$ cat config.mk
export PLATFORM = sky130hd
export DESIGN_NAME = prga
export DESIGN_NICKNAME = d
export VERILOG_FILES = /design/src/rtl/rc4_pkg.sv /design/src/rtl/prga.sv
export SDC_FILE = /design/constraint.sdc
export NUM_CORES = 1
export LEC_CHECK = 0
export CAP_MARGIN = 20
export CORE_UTILIZATION = 45
export DETAILED_ROUTE_END_ITERATION = 6
export MAX_ROUTING_LAYER = met4
export PLACE_DENSITY = 0.7
export SLEW_MARGIN = 20
export SYNTH_ARGS = -nofsm -noshare
export SYNTH_HDL_FRONTEND = slang
export SYNTH_SLANG_ARGS = --single-unit
$ cat constraint.sdc
create_clock -name clk -period 3.2 [get_ports clk]
set_input_delay 0.64 -clock clk [delete_from_list [all_inputs] [get_ports clk]]
set_output_delay 0.64 -clock clk [all_outputs]
set_load 0.05 [all_outputs]
$ cat src/rtl/rc4_pkg.sv
`default_nettype none
// ============================================================================
//  Module      : rc4_pkg
//  Description : Shared RC4 definitions for the key-scheduling and PRGA
//                blocks: PRGA state encoding, message-length and drop-phase
//                constants.
//  Revision    : 1.0 - initial release
// ============================================================================
package rc4_pkg;

    // Longest message: ct[0] holds the length in one byte.
    localparam int unsigned MSG_LEN_MAX = 255;

    // Keystream bytes discarded by the optional drop phase.
    localparam int unsigned DROP_N      = 256;

    typedef enum logic [3:0] {
        IDLE = 4'd0,
        LEN  = 4'd1,
        WLEN = 4'd2,
        RDI  = 4'd3,
        RDJ  = 4'd4,
        WRI  = 4'd5,
        WRJ  = 4'd6,
        RDP  = 4'd7,
        WRP  = 4'd8
    } prga_state_t;

endpackage
`default_nettype wire

$ cat src/rtl/prga.sv
`default_nettype none
// ============================================================================
//  Module      : prga
//  Description : RC4 pseudo-random generation and decryption. Walks an
//                already-permuted 256x8 S RAM, XORs the keystream with the
//                ciphertext RAM and writes the plaintext RAM. ct[0]/pt[0]
//                carry the message length L; bytes 1..L are data.
//  Options     : PRGA_DROP256_EN - when defined, 256 swap-only iterations
//                run before the first keystream byte (RC4-drop256).
//  Ports       : clk, rst_n (sync, active-low)
//                en / rdy         - start request / idle handshake
//                s_*              - S RAM read/write port (1-cycle reads)
//                ct_addr/ct_rddata- ciphertext RAM read port
//                pt_*             - plaintext RAM write port
//  Revision    : 1.0 - initial release
// ============================================================================
module prga
    import rc4_pkg::*;
(
    input  logic       clk,
    input  logic       rst_n,
    input  logic       en,
    output logic       rdy,
    output logic [7:0] s_addr,
    input  logic [7:0] s_rddata,
    output logic [7:0] s_wrdata,
    output logic       s_wren,
    output logic [7:0] ct_addr,
    input  logic [7:0] ct_rddata,
    output logic [7:0] pt_addr,
    output logic [7:0] pt_wrdata,
    output logic       pt_wren
);

    localparam int unsigned CNT_W = $clog2(MSG_LEN_MAX + 1);

    prga_state_t      r_state;
    prga_state_t      w_state_nxt;

    logic [7:0]       r_i;
    logic [7:0]       r_j;
    logic [7:0]       r_si;
    logic [7:0]       r_sj;
    logic [CNT_W-1:0] r_k;
    logic [CNT_W-1:0] r_ml;

    logic [7:0]       w_i_inc;
    logic [7:0]       w_j_sum;
    logic [7:0]       w_t_idx;
    logic             w_s_wren;
    logic             w_pt_wren;

`ifdef PRGA_DROP256_EN
    localparam int unsigned DROP_W = $clog2(DROP_N) + 1;
    logic [DROP_W-1:0] r_drop;
`endif

    // All index arithmetic wraps modulo 256 through the 8-bit result width.
    assign w_i_inc = r_i + 8'd1;
    assign w_j_sum = r_j + s_rddata;
    assign w_t_idx = r_si + r_sj;

    // ------------------------------------------------------------------------
    // State and datapath registers
    // ------------------------------------------------------------------------
    always_ff @(posedge clk) begin
        if (!rst_n) begin
            r_state <= IDLE;
            r_i     <= '0;
            r_j     <= '0;
            r_si    <= '0;
            r_sj    <= '0;
            r_k     <= '0;
            r_ml    <= '0;
`ifdef PRGA_DROP256_EN
            r_drop  <= '0;
`endif
        end else begin
            r_state <= w_state_nxt;
            case (r_state)
                IDLE: begin
                    if (en) begin
                        r_i <= '0;
                        r_j <= '0;
                    end
                end
                WLEN: begin
                    r_ml <= ct_rddata;
                    r_k  <= CNT_W'(1);
`ifdef PRGA_DROP256_EN
                    r_drop <= DROP_W'(DROP_N);
`endif
                end
                RDI: r_i <= w_i_inc;
                RDJ: begin
                    r_si <= s_rddata;
                    r_j  <= w_j_sum;
                end
                WRI: r_sj <= s_rddata;
`ifdef PRGA_DROP256_EN
                WRJ: begin
                    if (r_drop != '0) begin
                        r_drop <= r_drop - DROP_W'(1);
                    end
                end
`endif
                WRP: begin
                    if (r_k != r_ml) begin
                        r_k <= r_k + CNT_W'(1);
                    end
                end
                default: ;
            endcase
        end
    end

    // ------------------------------------------------------------------------
    // Next-state and output decode
    // ------------------------------------------------------------------------
    always_comb begin
        w_state_nxt = r_state;
        rdy         = 1'b0;
        s_addr      = '0;
        s_wrdata    = '0;
        w_s_wren    = 1'b0;
        ct_addr     = '0;
        pt_addr     = '0;
        pt_wrdata   = '0;
        w_pt_wren   = 1'b0;

        case (r_state)
            IDLE: begin
                rdy = 1'b1;
                if (en) begin
                    w_state_nxt = LEN;
                end
            end
            LEN: begin
                ct_addr     = 8'd0;
                w_state_nxt = WLEN;
            end
            WLEN: begin
                // Length byte is copied straight through to pt[0].
                pt_addr     = 8'd0;
                pt_wrdata   = ct_rddata;
                w_pt_wren   = 1'b1;
                w_state_nxt = (ct_rddata == 8'd0) ? IDLE : RDI;
            end
            RDI: begin
                s_addr      = w_i_inc;
                w_state_nxt = RDJ;
            end
            RDJ: begin
                s_addr      = w_j_sum;
                w_state_nxt = WRI;
            end
            WRI: begin
                // s_rddata is S[j]; it lands in S[i].
                s_addr      = r_i;
                s_wrdata    = s_rddata;
                w_s_wren    = 1'b1;
                w_state_nxt = WRJ;
            end
            WRJ: begin
                s_addr      = r_j;
                s_wrdata    = r_si;
                w_s_wren    = 1'b1;
`ifdef PRGA_DROP256_EN
                w_state_nxt = (r_drop != '0) ? RDI : RDP;
`else
                w_state_nxt = RDP;
`endif
            end
            RDP: begin
                s_addr      = w_t_idx;
                ct_addr     = r_k;
                w_state_nxt = WRP;
            end
            WRP: begin
                pt_addr     = r_k;
                pt_wrdata   = s_rddata ^ ct_rddata;
                w_pt_wren   = 1'b1;
                w_state_nxt = (r_k == r_ml) ? IDLE : RDI;
            end
            default: w_state_nxt = IDLE;
        endcase
    end

    // A reset arriving mid-message must not let the in-flight write land
    // on the same edge that abandons the run.
    assign s_wren  = w_s_wren & rst_n;
    assign pt_wren = w_pt_wren & rst_n;

endmodule
`default_nettype wire

==> reports/results.ini <==
[status]
outcome=finished clean

[global_route]
groute.usage.overall_pct=26.9
initial_antenna_violation_count=1
grt_start_max_net_pins=36
gr-max-usage-layer=met2
global_route.usage.met1_pct=34.0
grt_remaining_overflow=0
grt_pass1_wl_um=15700
first_global_vias=3254
gr-usage-met2_pct=45.0
groute.layer.met3.usage_pct=3.77

[floorplan]
starting_density_pct=47.7
boundary_pin_count=62
core-area_um2=6980
die_x_um=88.0
die-area_um2=7740
std_cell_rows=30
die_h_um=88.0

[critical_path]
setup.worst_path.start_class=primary input
wp_data_required_ps=2560
critical-path-top-delay-family=buffers and inverters
path_buf_inv=2
reg2reg_to=r_k[3]
cpMaxStageDelayCell=clkdlybuf4s50_1
cp.arrival_ps=2480
regToRegStartpoint=r_state[1]
cpPeakStageDelay_ps=460
crit_type=in2out
critical_path.startpoint=s_rddata[3]
timing.critical_path.cells=clkdlybuf4s50_1 > ha_1 > o21ai_1 > nor3_1 > a211oi_2 > xnor2_1 > nand2_1 > o2111ai_2 > buf_12
endpoint_type_of_the_worst_setup_path=primary output
setup.reg_to_reg.worst_slack_ps=1000
path_max_fanout=3
worst_case_reg_to_reg_path_depth=6

[routing]
dr.first_iter.drc_count=296
wl_um=9780
detail_route.drc_violations=0
antenna_left=0
detail_route.vias_per_cell=5.43
wl_per_cell_um=15.3
detail_route.first_pass.iterations=4
vias=3462

[layout]
nNetsFinal=577
sequential_cell_area_um2=1040
layout.core_utilization_pct=63.6
areaGrowthSynthToFinish_pct=33.4
total_area_of_multi_input_combinational_cells_um2=2200
n_fill_cell=646
layout-drive-gt1-share_pct=15.7

[clock_network]
cts-buffers-inserted=5
max-clock-path-buffers=2
cts_max_level=2
cts-hold-fix-buffers=0
clock-sinks=52
root_buffer_selected_by_cts=clkbuf_8
clock_latency_reported_for_the_late_side_of_the_worst_skew_pair_ps=300
cts_tree=built
clk_pin_slew_ps=90

[logic_synthesis]
dominantRegCellSynth=dfxtp_1
synth_cell_types=46
synth.yosys.warnings=0
avg_cell_area_syn_um2=7.25
post_synth_instance_area_um2=3330
netlist.top_cell.by_area=dfxtp_1
synth-edff-count=0
synth.net_count=496
synth_most_common_cell=nand2_1
top_area_cell_type_share_of_the_netlist_area_pct=31.3
synth.cells.most_frequent=nand2_1 (119), dfxtp_1 (52), a21oi_1 (51), nor2_1 (39), o21ai_0 (27)
synth_seq_cells=52
ys_seq_area_share_pct=31.3
synth_cells=459
async_reset_ff_share_pct=0
synth.area.top_cells=dfxtp_1 (31%), nand2_1 (13%), a21oi_1 (7.7%)

[min_path]
hold_path_class=reg2reg
hold_path_startpoint=r_sj[3]
holdPathEnd=r_sj[3]
min_path_cells=2

[sta]
worst_slew_pin_slew_ps=731
hold_violations=0
final.setup_skew_ps=3.67
final_critical_delay_including_setup_and_external_delays_ps=3120
finalHoldWorstSlack_ps=468
timing.max_slew.rel_slack_pct=51.0
final-max-slew-violation-count=0
final.setup.tns_ps=0
max_freq_mhz=320
setup_viol_count_final=0
final_period_utilization_pct=97.6

[power_and_ir_drop]
power_leakage_nw=1.72
power.total_mw=1.38
cellPowerDensity_nw_per_um2=310
irDropWorstVdd_mv=0.186

[place]
hpwlAfterDp_um=7450
gp_congestion=0.919
port_buffers=61

[run]
number_of_max_cap_violations=0

[cell usage in the layout (no fill, tap or decap), types with 5 or more instances in the layout]
cell,Yosys,layout
clkbuf_8,0,5
ha_1,16,15
nor2_1,39,39
inv_1,9,8
nand2_1,119,119
nand3_1,11,11
nor3_1,6,6
buf_12,0,13
nand4_1,6,6
clkdlybuf4s50_1,0,31
dfxtp_1,52,51
a22oi_1,7,7
buf_4,0,43
xor2_1,6,6
and3_1,6,6
a21oi_1,51,50
and2_1,7,7
xnor2_1,19,19
a221oi_1,5,5
o21ai_0,27,25
[cell families (layout without fill, tap and decap cells)]
logic type,count (synthesis),count (layout),share of synthesized area [%]
xor gates and xnor gates,25,25,6.58
and+or+nand+nor,218,218,29.3
DFF,52,52,31.3
buffers and inverters,28,109,3.54
other,0,1,0
AOI/OAI and AO/OA,115,115,21.2
adders and majority gates,18,18,7.22
muxes,3,3,0.940
[worst max-delay path by stage]
| stage | end | slack [ps] | cells after the start |
|---|---|---|---|
| after floorplan | s_addr[6] | 170 | 8 |
| after global routing | s_addr[7] | -9 | 9 |
| after global placement | s_addr[6] | -260 | 10 |
| after detailed placement | s_addr[6] | -280 | 10 |
| after CTS | s_addr[7] | 20 | 9 |
| final | s_addr[7] | 80 | 9 |
[sequential cells by signal, summed over array words and instances, names as in the netlist]
signal   flops
r_i          8
r_j          8
r_k          8
r_ml         8
r_si         8
r_sj         8
r_state      4
[worst register-to-register path, stage by stage, from the launching register on]
cell and delay (ps):
dfxtp_1 600, nor2b_1 250, nand2_1 330, buf_4 320
and2_4 170, or3_1 340, a21oi_1 140
[area by class of cell]
class / count / area share [%]
well taps: 96 / 2.71
inverters: 10 / 0.846
clock inverters: 2 / 0.282
multi-input cells: 379 / 49.6
repair buffers: 92 / 21.5
flip-flops and latches: 52 / 23.5
diodes: 1 / 0.0564
clock buffers: 5 / 1.55
[metal layers]
metal | wire length (um) | share of wire [%] | up-vias
li1 | - | - | 1748
met1 | 4360 | 45 | 1588
met2 | 4640 | 47 | 106
met3 | 605 | 6.2 | 20
met4 | 168 | 1.7 | 0
met5 | 0 | 0 | -
[power breakdown]
part | total (mW) | internal, mW | switching, mW | leakage, nW
Combinational | 0.325 | 0.129 | 0.196 | 1.26
Clock | 0.360 | 0.149 | 0.211 | 0.0400
Sequential | 0.691 | 0.664 | 0.0274 | 0.420
Total | 1.38 | 0.941 | 0.434 | 1.72
[metrics by stage]
stage	cell area [um^2]	setup WS [ps]	std cells
6_report	4440	76.6	637
5_1_grt	4440	-9.05	637
2_1_floorplan	3330	173	459
3_5_place_dp	4320	-280	629
3_3_place_gp	4320	-259	629
4_1_cts	4430	17.0	636
[timing repair]
action,4_1_cts,5_1_grt
cloned,0,0
pin swaps,3,7
resized for setup,12,9
endpoints found under the setup margin,4,3
buffers inserted,0,0
Power figures use the tool's default switching activity.
